`config.mk`:
```
export PLATFORM = sky130hd
export DESIGN_NAME = pipelined_cla_adder
export DESIGN_NICKNAME = d
export VERILOG_FILES = /design/src/rtl/pipelined_cla_adder_pkg.sv /design/src/rtl/pipelined_cla_adder_cla4.sv /design/src/rtl/pipelined_cla_adder.sv
export SDC_FILE = /design/constraint.sdc
export NUM_CORES = 1
export LEC_CHECK = 0
export CAP_MARGIN = 10
export CORE_MARGIN = 2
export CORE_UTILIZATION = 54
export DETAILED_ROUTE_END_ITERATION = 16
export GPL_TIMING_DRIVEN = 0
export PLACE_DENSITY_LB_ADDON = 0.3
export SLEW_MARGIN = 10
export SYNTH_ARGS = -nofsm -noshare
export SYNTH_HDL_FRONTEND = slang
export SYNTH_SLANG_ARGS = --single-unit
```
`constraint.sdc`:
```
create_clock -name clk -period 5.3 [get_ports clk]
set_input_delay 1.06 -clock clk [delete_from_list [all_inputs] [get_ports clk]]
set_output_delay 1.06 -clock clk [all_outputs]
set_load 0.05 [all_outputs]
```
`src/rtl/pipelined_cla_adder_pkg.sv`:
```
// Shared constants and helpers for the pipelined carry-lookahead adder.
// Holds the block size, the parameter-legality rule and the group-carry lookahead.
package pipelined_cla_adder_pkg;

  localparam int CLA_BLK_W  = 4;
  localparam int MAX_BLOCKS = 64;

  function automatic bit cfg_legal(input int width, input int stages);
    return (width >= CLA_BLK_W) && (width % CLA_BLK_W == 0) && (stages >= 1) &&
           ((width / CLA_BLK_W) % stages == 0) &&
           ((width / CLA_BLK_W) / stages <= MAX_BLOCKS);
  endfunction

  // Carry into block k of a stage, expressed as group generate/propagate over blocks 0..k-1.
  function automatic logic group_carry(input logic [MAX_BLOCKS-1:0] p,
                                       input logic [MAX_BLOCKS-1:0] g,
                                       input logic                  cin,
                                       input int                    k);
    logic gg;
    logic pp;
    gg = 1'b0;
    pp = 1'b1;
    for (int j = 0; j < MAX_BLOCKS; j++) begin
      if (j < k) begin
        gg = g[j] | (p[j] & gg);
        pp = pp & p[j];
      end
    end
    return gg | (pp & cin);
  endfunction

endpackage

```
`src/rtl/pipelined_cla_adder_cla4.sv`:
```
// 4-bit carry-lookahead block: sum plus group propagate/generate for the next lookahead level.
module cla4_block
  import pipelined_cla_adder_pkg::*;
(
  input  logic [CLA_BLK_W-1:0] a,
  input  logic [CLA_BLK_W-1:0] b,
  input  logic                 cin,
  output logic [CLA_BLK_W-1:0] sum,
  output logic                 p,
  output logic                 g
);

  logic [CLA_BLK_W-1:0] pb;
  logic [CLA_BLK_W-1:0] gb;
  logic [CLA_BLK_W-1:0] c;

  assign pb = a ^ b;
  assign gb = a & b;

  assign c[0] = cin;
  assign c[1] = gb[0] | (pb[0] & cin);
  assign c[2] = gb[1] | (pb[1] & gb[0]) | (pb[1] & pb[0] & cin);
  assign c[3] = gb[2] | (pb[2] & gb[1]) | (pb[2] & pb[1] & gb[0]) |
                (pb[2] & pb[1] & pb[0] & cin);

  assign sum = pb ^ c;
  assign p   = &pb;
  assign g   = gb[3] | (pb[3] & gb[2]) | (pb[3] & pb[2] & gb[1]) |
               (pb[3] & pb[2] & pb[1] & gb[0]);

endmodule

```
`src/rtl/pipelined_cla_adder.sv`:
```
// Pipelined CLA adder/subtractor: the carry chain is cut into STAGES register stages,
// with one global stall signal and a valid bit per stage.
module pipelined_cla_adder
  import pipelined_cla_adder_pkg::*;
#(
  parameter int WIDTH  = 32,
  parameter int STAGES = 2
) (
  input  logic             clk,
  input  logic             rst,
  input  logic             in_valid,
  output logic             in_ready,
  input  logic [WIDTH-1:0] in_a,
  input  logic [WIDTH-1:0] in_b,
  input  logic             in_cin,
  input  logic             in_sub,
  output logic             out_valid,
  input  logic             out_ready,
  output logic [WIDTH-1:0] out_sum,
  output logic             out_cout,
  output logic             out_ovf,
  output logic             out_zero
);

  localparam int NBLK = WIDTH / CLA_BLK_W;
  localparam int K    = NBLK / STAGES;
  localparam int SW   = K * CLA_BLK_W;
  localparam int L    = STAGES - 1;

  if (!cfg_legal(WIDTH, STAGES)) begin : g_cfg_check
    $error("pipelined_cla_adder: illegal WIDTH=%0d STAGES=%0d", WIDTH, STAGES);
  end

  logic adv;

  // Stage inputs (from ports or the previous stage register) and stage results.
  logic [WIDTH-1:0]  a_in [STAGES];
  logic [WIDTH-1:0]  b_in [STAGES];
  logic [WIDTH-1:0]  r_in [STAGES];
  logic              c_in [STAGES];
  logic [WIDTH-1:0]  r_d  [STAGES];
  logic              c_d  [STAGES];
  logic [STAGES-1:0] vld_d;

  // Inter-stage registers; the last stage lands in the output registers instead.
  logic [WIDTH-1:0]  a_q [STAGES];
  logic [WIDTH-1:0]  b_q [STAGES];
  logic [WIDTH-1:0]  r_q [STAGES];
  logic              c_q [STAGES];
  logic [STAGES-1:0] vld_q;

  logic [WIDTH-1:0] sum_q;
  logic             cout_q;
  logic             ovf_q;
  logic             ovf_d;

  for (genvar s = 0; s < STAGES; s++) begin : g_stage
    logic [K-1:0]  bp;
    logic [K-1:0]  bg;
    logic [K:0]    bc;
    logic [SW-1:0] bsum;

    if (s == 0) begin : g_head
      // Subtract is A + ~B + 1; in_cin only matters in add mode.
      assign a_in[s]  = in_a;
      assign b_in[s]  = in_sub ? ~in_b : in_b;
      assign c_in[s]  = in_sub | in_cin;
      assign r_in[s]  = '0;
      assign vld_d[s] = in_valid;
    end else begin : g_body
      assign a_in[s]  = a_q[s-1];
      assign b_in[s]  = b_q[s-1];
      assign c_in[s]  = c_q[s-1];
      assign r_in[s]  = r_q[s-1];
      assign vld_d[s] = vld_q[s-1];
    end

    for (genvar k = 0; k <= K; k++) begin : g_carry
      assign bc[k] = group_carry(MAX_BLOCKS'(bp), MAX_BLOCKS'(bg), c_in[s], k);
    end

    for (genvar k = 0; k < K; k++) begin : g_blk
      localparam int BIT = (s * K + k) * CLA_BLK_W;
      cla4_block u_blk (
        .a   (a_in[s][BIT +: CLA_BLK_W]),
        .b   (b_in[s][BIT +: CLA_BLK_W]),
        .cin (bc[k]),
        .sum (bsum[k*CLA_BLK_W +: CLA_BLK_W]),
        .p   (bp[k]),
        .g   (bg[k])
      );
    end

    assign c_d[s] = bc[K];
    assign r_d[s] = (r_in[s] & ~(WIDTH'({SW{1'b1}}) << (s * SW))) | (WIDTH'(bsum) << (s * SW));
  end

  // Carry into the MSB is recovered from the MSB sum bit: c = a ^ b ^ s.
  assign ovf_d = (a_in[L][WIDTH-1] ^ b_in[L][WIDTH-1] ^ r_d[L][WIDTH-1]) ^ c_d[L];

  assign adv      = !vld_q[L] || out_ready;
  assign in_ready = adv;

  always_ff @(posedge clk) begin
    if (rst) begin
      vld_q <= '0;
    end else if (adv) begin
      vld_q <= vld_d;
    end
  end

  // Stage boundaries: operands ride along with the partial sum and stage carry.
  always_ff @(posedge clk) begin
    if (adv) begin
      for (int s = 0; s < L; s++) begin
        if (vld_d[s]) begin
          a_q[s] <= a_in[s];
          b_q[s] <= b_in[s];
          r_q[s] <= r_d[s];
          c_q[s] <= c_d[s];
        end
      end
    end
  end

  // Output stage boundary.
  always_ff @(posedge clk) begin
    if (rst) begin
      sum_q  <= '0;
      cout_q <= 1'b0;
      ovf_q  <= 1'b0;
    end else if (adv && vld_d[L]) begin
      sum_q  <= r_d[L];
      cout_q <= c_d[L];
      ovf_q  <= ovf_d;
    end
  end

  assign out_valid = vld_q[L];
  assign out_sum   = sum_q;
  assign out_cout  = cout_q;
  assign out_ovf   = ovf_q;
  assign out_zero  = vld_q[L] & ~|sum_q;

endmodule

```
**Yosys cells after proc, flatten, opt, wreduce, memory -nomap -nowiden**

Memories as Yosys holds them, arrays and structs flattened.
Cells that the tools add are included.

- Flip-flop bits (word level): 36
- Bits in writable memories: 162
- Input port bits: 70
- Output and inout port bits: 37
- Logic and storage cells: 274
- Memories: 4

Memories:

| name | depth | bits a word | rd ports | clocked after memory_dff | wr ports | RTL line | source |
|---|---|---|---|---|---|---|---|
| a_q | 2 | 32 | 1 | 0 | 1 | pipelined_cla_adder.sv:46 | `logic [WIDTH-1:0] a_q [STAGES];` |
| b_q | 2 | 32 | 1 | 0 | 1 | pipelined_cla_adder.sv:47 | `logic [WIDTH-1:0] b_q [STAGES];` |
| r_q | 2 | 16 | 1 | 0 | 1 | pipelined_cla_adder.sv:48 | `logic [WIDTH-1:0] r_q [STAGES];` |
| c_q | 2 | 1 | 1 | 0 | 1 | pipelined_cla_adder.sv:49 | `logic c_q [STAGES];` |

- Muxes and demuxes: 4
- Bitwise logic cells: 249
- Reductions and logical operators: 13

Operators with widths:

| cell | number |
|---|---|
| bitwise AND 1 bit | 133 |
| OR 1 bit | 87 |
| bitwise XOR 4 bit | 16 |
| bitwise AND 4 bit | 8 |
| 2-to-1 mux 32 bit | 1 |
| inverter 32 bit | 1 |
| OR 16 x 32 -> 32 bit | 1 |
| AND reduction 4 bit | 8 |
| OR reduction 32 bit | 1 |
| 2-to-1 mux 1 bit | 3 |
| bitwise XOR 1 bit | 3 |
| logical NOT 1 bit | 2 |
| logical AND 1 bit | 1 |
| logical OR 1 bit | 1 |

**Logic depth before layout (Yosys ltp)**

An unclocked memory read counts as a cell.

- Word-level depth: 17
- Depth in mapped cells: 12
- Mapped depth without buffers: 10

**Modules after synthesis**

A second synthesis with hierarchy kept.

- Cell total of the unflattened synthesis: 441
- Area total of the unflattened synthesis: 4,579.4 µm²

Modules (own cells, without submodules):

| module | instances | cells an instance | area each (µm²) | seq. area each (µm²) |
|---|---|---|---|---|
| pipelined_cla_adder | 1 | 273 | 3,218.1 | 2,192.1 |
| cla4_block | 8 | 21 | 170.2 | 0.0 |

**Least setup slack after synthesis**

OpenSTA, ideal clock, no wires.

- Kind: input to register
- Start: input port in_sub
- End: memory r_q[0][13] (netlist bit), data pin
- Library setup time: 0.258 ns
- Data arrival time: 3.600 ns
- Data required time: 5.042 ns
- Setup slack: 1.443 ns
- Stages on the path: 12
- Buffers on the path: 2
- Cell sequence: buf_6 clkbuf_1 xor2_1 ha_1 nand4_2 a2111oi_4 o31ai_1 a21oi_1 o21a_1 nor2_1 fa_1 xnor2_1

- Word-level cells in the longest chain between the ends: 14
- Elaborated cells on any way between the ends: 48
- Classes of those cells: mux (1); bitwise (44); reduce/logical (3)

RTL lines:

| what | RTL line | source |
|---|---|---|
| from (decl) | pipelined_cla_adder.sv:16 | `input logic in_sub,` |
| 2-to-1 mux 32 bit | pipelined_cla_adder.sv:66 | `assign b_in[s] = in_sub ? ~in_b : in_b;` |
| bitwise XOR 4 bit or bitwise AND 4 bit (tied branches) | pipelined_cla_adder_cla4.sv:17, pipelined_cla_adder_cla4.sv:18 |  |
| bitwise AND 1 bit (on tied branches) | pipelined_cla_adder_cla4.sv:28, pipelined_cla_adder_cla4.sv:29 |  |
| OR 1 bit (tied with other cells) | pipelined_cla_adder_cla4.sv:28 | `assign g = gb[3] \| (pb[3] & gb[2]) \| (pb[3] & pb[2] & gb[1]) \|` |
| OR 1 bit or bitwise AND 1 bit (tied branches) | pipelined_cla_adder_cla4.sv:28, pipelined_cla_adder_cla4.sv:29 |  |
| OR 1 bit | pipelined_cla_adder_cla4.sv:28 |  |
| bitwise AND 1 bit | pipelined_cla_adder_pkg.sv:25 | `gg = g[j] \| (p[j] & gg);` |
| OR 1 bit | pipelined_cla_adder_pkg.sv:25 |  |
| bitwise AND 1 bit | pipelined_cla_adder_pkg.sv:25 |  |
| OR 1 bit | pipelined_cla_adder_pkg.sv:25 |  |
| OR 1 bit | pipelined_cla_adder_pkg.sv:29 | `return gg \| (pp & cin);` |
| bitwise AND 1 bit | pipelined_cla_adder_cla4.sv:21 | `assign c[1] = gb[0] \| (pb[0] & cin);` |
| OR 1 bit | pipelined_cla_adder_cla4.sv:21 |  |
| bitwise XOR 4 bit (*) | pipelined_cla_adder_cla4.sv:26 | `assign sum = pb ^ c;` |
| via g_stage[0].bsum[13] | pipelined_cla_adder.sv:61 | `logic [SW-1:0] bsum;` |
| to (decl) | pipelined_cla_adder.sv:48 |  |

The timed path passes the listed nets; every way through them passes the cells marked *.

**Worst setup path in the final report**

Ends and elaborated chain as after synthesis.

==> summary.md <==
| Metric | Value |
|---|---|
| Outcome | `completed` |
| Post-CTS Resized | `0` |
| Final Core Density | `a little under three quarters` |
| Placer Congestion | `0.906` |
| Diode count | `0` |
| WS Path Type | `in2reg` |
| Total track usage | `23.9%` |
| Fin crit period | `between 3 and 4 ns` |
| Final #Nets | `about 650` |
| Hold buffer count at CTS | `0` |
| Worst VDD drop | `117 uV` |
| Die area | `between 0.009 and 0.01 mm2` |
| Post-synth top area cell | `edfxtp_1` |
| Library cells used by synthesis | `48` |
| DR pass1 iterations | `5` |
| Largest net degree at the start of global routing | `30` |
| Final instance area | `just under 0.006 mm2` |
| CTS Buffer Depth | `2` |
| R2R Path Start | `a_q[0][21]$_DFFE_PP_` |
| Seq/Total Area, Yosys | `between 40% and 50%` |
| Leakage | `around 0.0022 uW` |
| Antenna Nets Post-Route | `0` |
| Worst hold path depth | `2` |
| Max Cap Viol | `0` |
| Fin crit share | `between 70% and 80%` |
| Crit path max fanout | `10` |
| Sw frac | `approximately a third` |
| FF+latch area | `about 0.0022 mm2` |
| Global route total overflow | `0` |
| Switch Pwr | `558 uW` |
| HPWL reported at the end of detailed placement | `between 8000 and 9000 um` |
| Initial antenna violation count | `0` |
| Pwr/cell area | `a little under 300 mW/mm2` |
| Clock skew | `between 0.009 and 0.01 ns` |
| Reg power frac | `between 40 and 50%` |
| Drt wl/cell | `roughly 16 um` |
| H-tree depth | `3` |
| Worst Tran Pin Value | `0.924 ns` |
| Ys async rst share | `0%` |
| Via density | `roughly 5.5` |
| Final Hold Viols | `0` |
| Top cell type's share of synthesized area | `approximately 33%` |
| Die Span Y | `around 95 um` |
| Mapped Nets | `between 500 and 600` |
| Mapped Area | `0.00451 mm2` |
| Critical path data required time | `approximately 5.4 ns` |
| DP Area | `between 0.005 and 0.006 mm2` |
| Worst Path Arrival | `4.01 ns` |
| Synth area leaders | `edfxtp_1, dfxtp_1, ha_1` |
| Port Buf Inserts | `between 100 and 150` |
| Core Footprint | `0.00818 mm2` |
| # DRC | `0` |
| Ports | `between 100 and 150` |
| R2R setup slack | `about 2.2 ns` |
| Clk network pwr share | `23.5%` |
| Starting Density | `between 50% and 60%` |
| Origin of the worst min-delay path | `out_sum[7]$_SDFFE_PP0P_` |
| Final setup viols | `0` |
| Final TNS setup | `0 ns` |
| Synth warn | `0` |
| Total number of vias | `between 3000 and 4000` |
| Layout cells sized above 1 | `5.13%` |
| Critical path endpoint category | `flop` |
| CTS buffer count | `9` |
| FF-to-FF path depth | `10` |
| Max layer used | `met4` |
| Global-route wire length before repair | `about 16000 um` |
| Top FF cell, synth | `edfxtp_1` |
| Peak Freq | `around 260 MHz` |
| Detailed route wirelength on metal3 | `831 um` |
| Synth Instances | `424` |
| Clk root buf | `clkbuf_8` |
| Met1 WL | `between 4000 and 5000 um` |
| Worst Setup SP | `in_sub` |
| Fillcell total | `about 600` |
| Crit start category | `input port` |
| CTS tree | `built` |
| Vias in the first global route | `around 3600` |
| Met2 WL post-DR | `about 5000 um` |
| Area Growth Syn to Fin | `30.4%` |
| Post-synth EDFFs | `49` |
| Die X | `between 90 and 100 um` |
| Comb pwr share | `just under 30%` |
| Max-slew headroom | `about two fifths` |
| Multi-input combinational cell area | `around 0.0022 mm2` |
| CTS sink cnt | `85` |
| #FFs+latches synth | `85` |
| Max-slew violations | `0` |
| Syn_area_per_cell | `approximately 11 um2` |
| Initial drt markers | `approximately 150` |
| Min-delay worst type | `reg2reg` |
| Post-CTS Setup Inserts | `0` |
| Cell-internal power | `between 1000 and 1500 uW` |
| Post-Route WL | `~10000 um` |
| Worst-skew pair later-pin latency | `0.36 ns` |
| RSZ-0062 raised after global routing | `false` |
| # rows | `33` |
| Clock slew seen by the registers of the worst setup and hold paths | `about 0.08 ns` |
worst max-delay path: stages:
cell       delay, ns
buf_6           0.12
clkbuf_1        0.54
xor2_1          0.16
ha_1            0.41
nand4_2         0.15
a2111oi_4       0.40
o31ai_1         0.14
a21oi_1         0.26
o21a_1          0.16
nor2_1          0.05
fa_1            0.40
xnor2_1         0.13
layout make-up:
cell class	instances	area share (%)
clock inverter	6	0.681
tap	105	2.23
inverter	22	1.40
clock buffer	10	2.17
multi-input combinational	301	36.8
buffer	16	1.21
sequential	85	37.3
timing repair buffer	106	18.2
logic make-up (layout without fill, tap and decap cells):
logic type	Yosys count	count (layout)	synth area share, %
flip-flops	85	85	48.6
multiplexers	2	2	0.444
buffers and inverters	38	160	3.41
AO/OA/AOI/OAI	85	85	12.5
XOR/XNOR	49	49	9.51
adder cells (fa/ha/maj)	40	40	12.4
AND/OR/NAND/NOR	125	125	13.1
per-stage QoR:
stage          std cells  setup slack [ns]  hold WS [ns]  power [uW]
6_report             651              1.40         0.472        1720
5_1_grt              651              1.25         0.504        1800
4_1_cts              651              1.40         0.470        1720
3_5_place_dp         635              1.01         0.458        1330
3_3_place_gp         634              1.08         0.459        1310
2_1_floorplan        424              1.44         0.455        1150
state kept, by name, summed over array words and instances, names as in the netlist:
register / flops
out_sum: 32
a_q: 16
b_q: 16
r_q: 16
vld_q: 2
c_q: 1
out_cout: 1
out_ovf: 1
power by group through the flow:
stage	Sequential, uW	Combinational (uW)	Clock (uW)
after floorplan	890	259	0
after global placement	826	482	0
after detailed placement	827	501	0
after CTS	812	503	407
after global routing	819	551	432
final	812	504	404
metal layers:
layer  track usage (%)  up-vias
met5                 0        -
met4              9.40        0
met3              5.93       19
met1              29.3     1671
li1                  -     1729
met2              40.4      146
Yosys cell counts (2+ instances only):
master,n
nor2_1,26
and2_1,3
nand3b_1,6
nand3_1,2
o211ai_1,3
a21oi_1,41
o21ai_1,2
fa_1,8
nand2_1,54
nand4_1,4
ha_1,32
nor3_1,8
xnor2_1,17
buf_2,3
and3_1,2
or3_1,3
nor4_1,7
a211oi_1,8
mux2i_1,2
o21a_1,2
inv_1,22
o21ai_0,10
nand2b_1,5
o311ai_1,2
a21boi_0,3
xor2_1,32
o21bai_1,3
dfxtp_1,36
edfxtp_1,49
clkbuf_1,11
path summary, 6_finish.rpt:
check	endpoint
worst max-delay path	r_q[0][13]$_DFFE_PP_
worst max register to register	out_sum[29]$_SDFFE_PP0P_
worst min register to register	out_sum[7]$_SDFFE_PP0P_
worst min-delay path	out_sum[7]$_SDFFE_PP0P_
layout by cell type (no fill, tap or decap), types with 2 or more instances in the layout:
cell type,instances
clkdlybuf4s50_1,105
nand2_1,54
edfxtp_1,49
a21oi_1,41
dfxtp_1,36
xor2_1,32
ha_1,32
nor2_1,26
inv_1,22
xnor2_1,17
clkbuf_1,12
o21ai_0,10
clkbuf_8,9
a211oi_1,8
nor3_1,8
fa_1,8
nor4_1,7
nand3b_1,6
nand2b_1,5
nand4_1,4
clkinvlp_4,4
buf_2,3
o211ai_1,3
a21boi_0,3
o21bai_1,3
or3_1,3
and3_1,2
o21ai_1,2
nand3_1,2
and2_1,2
o21a_1,2
o311ai_1,2
mux2i_1,2
clkinv_2,2
(Power assumes the default switching activity.)
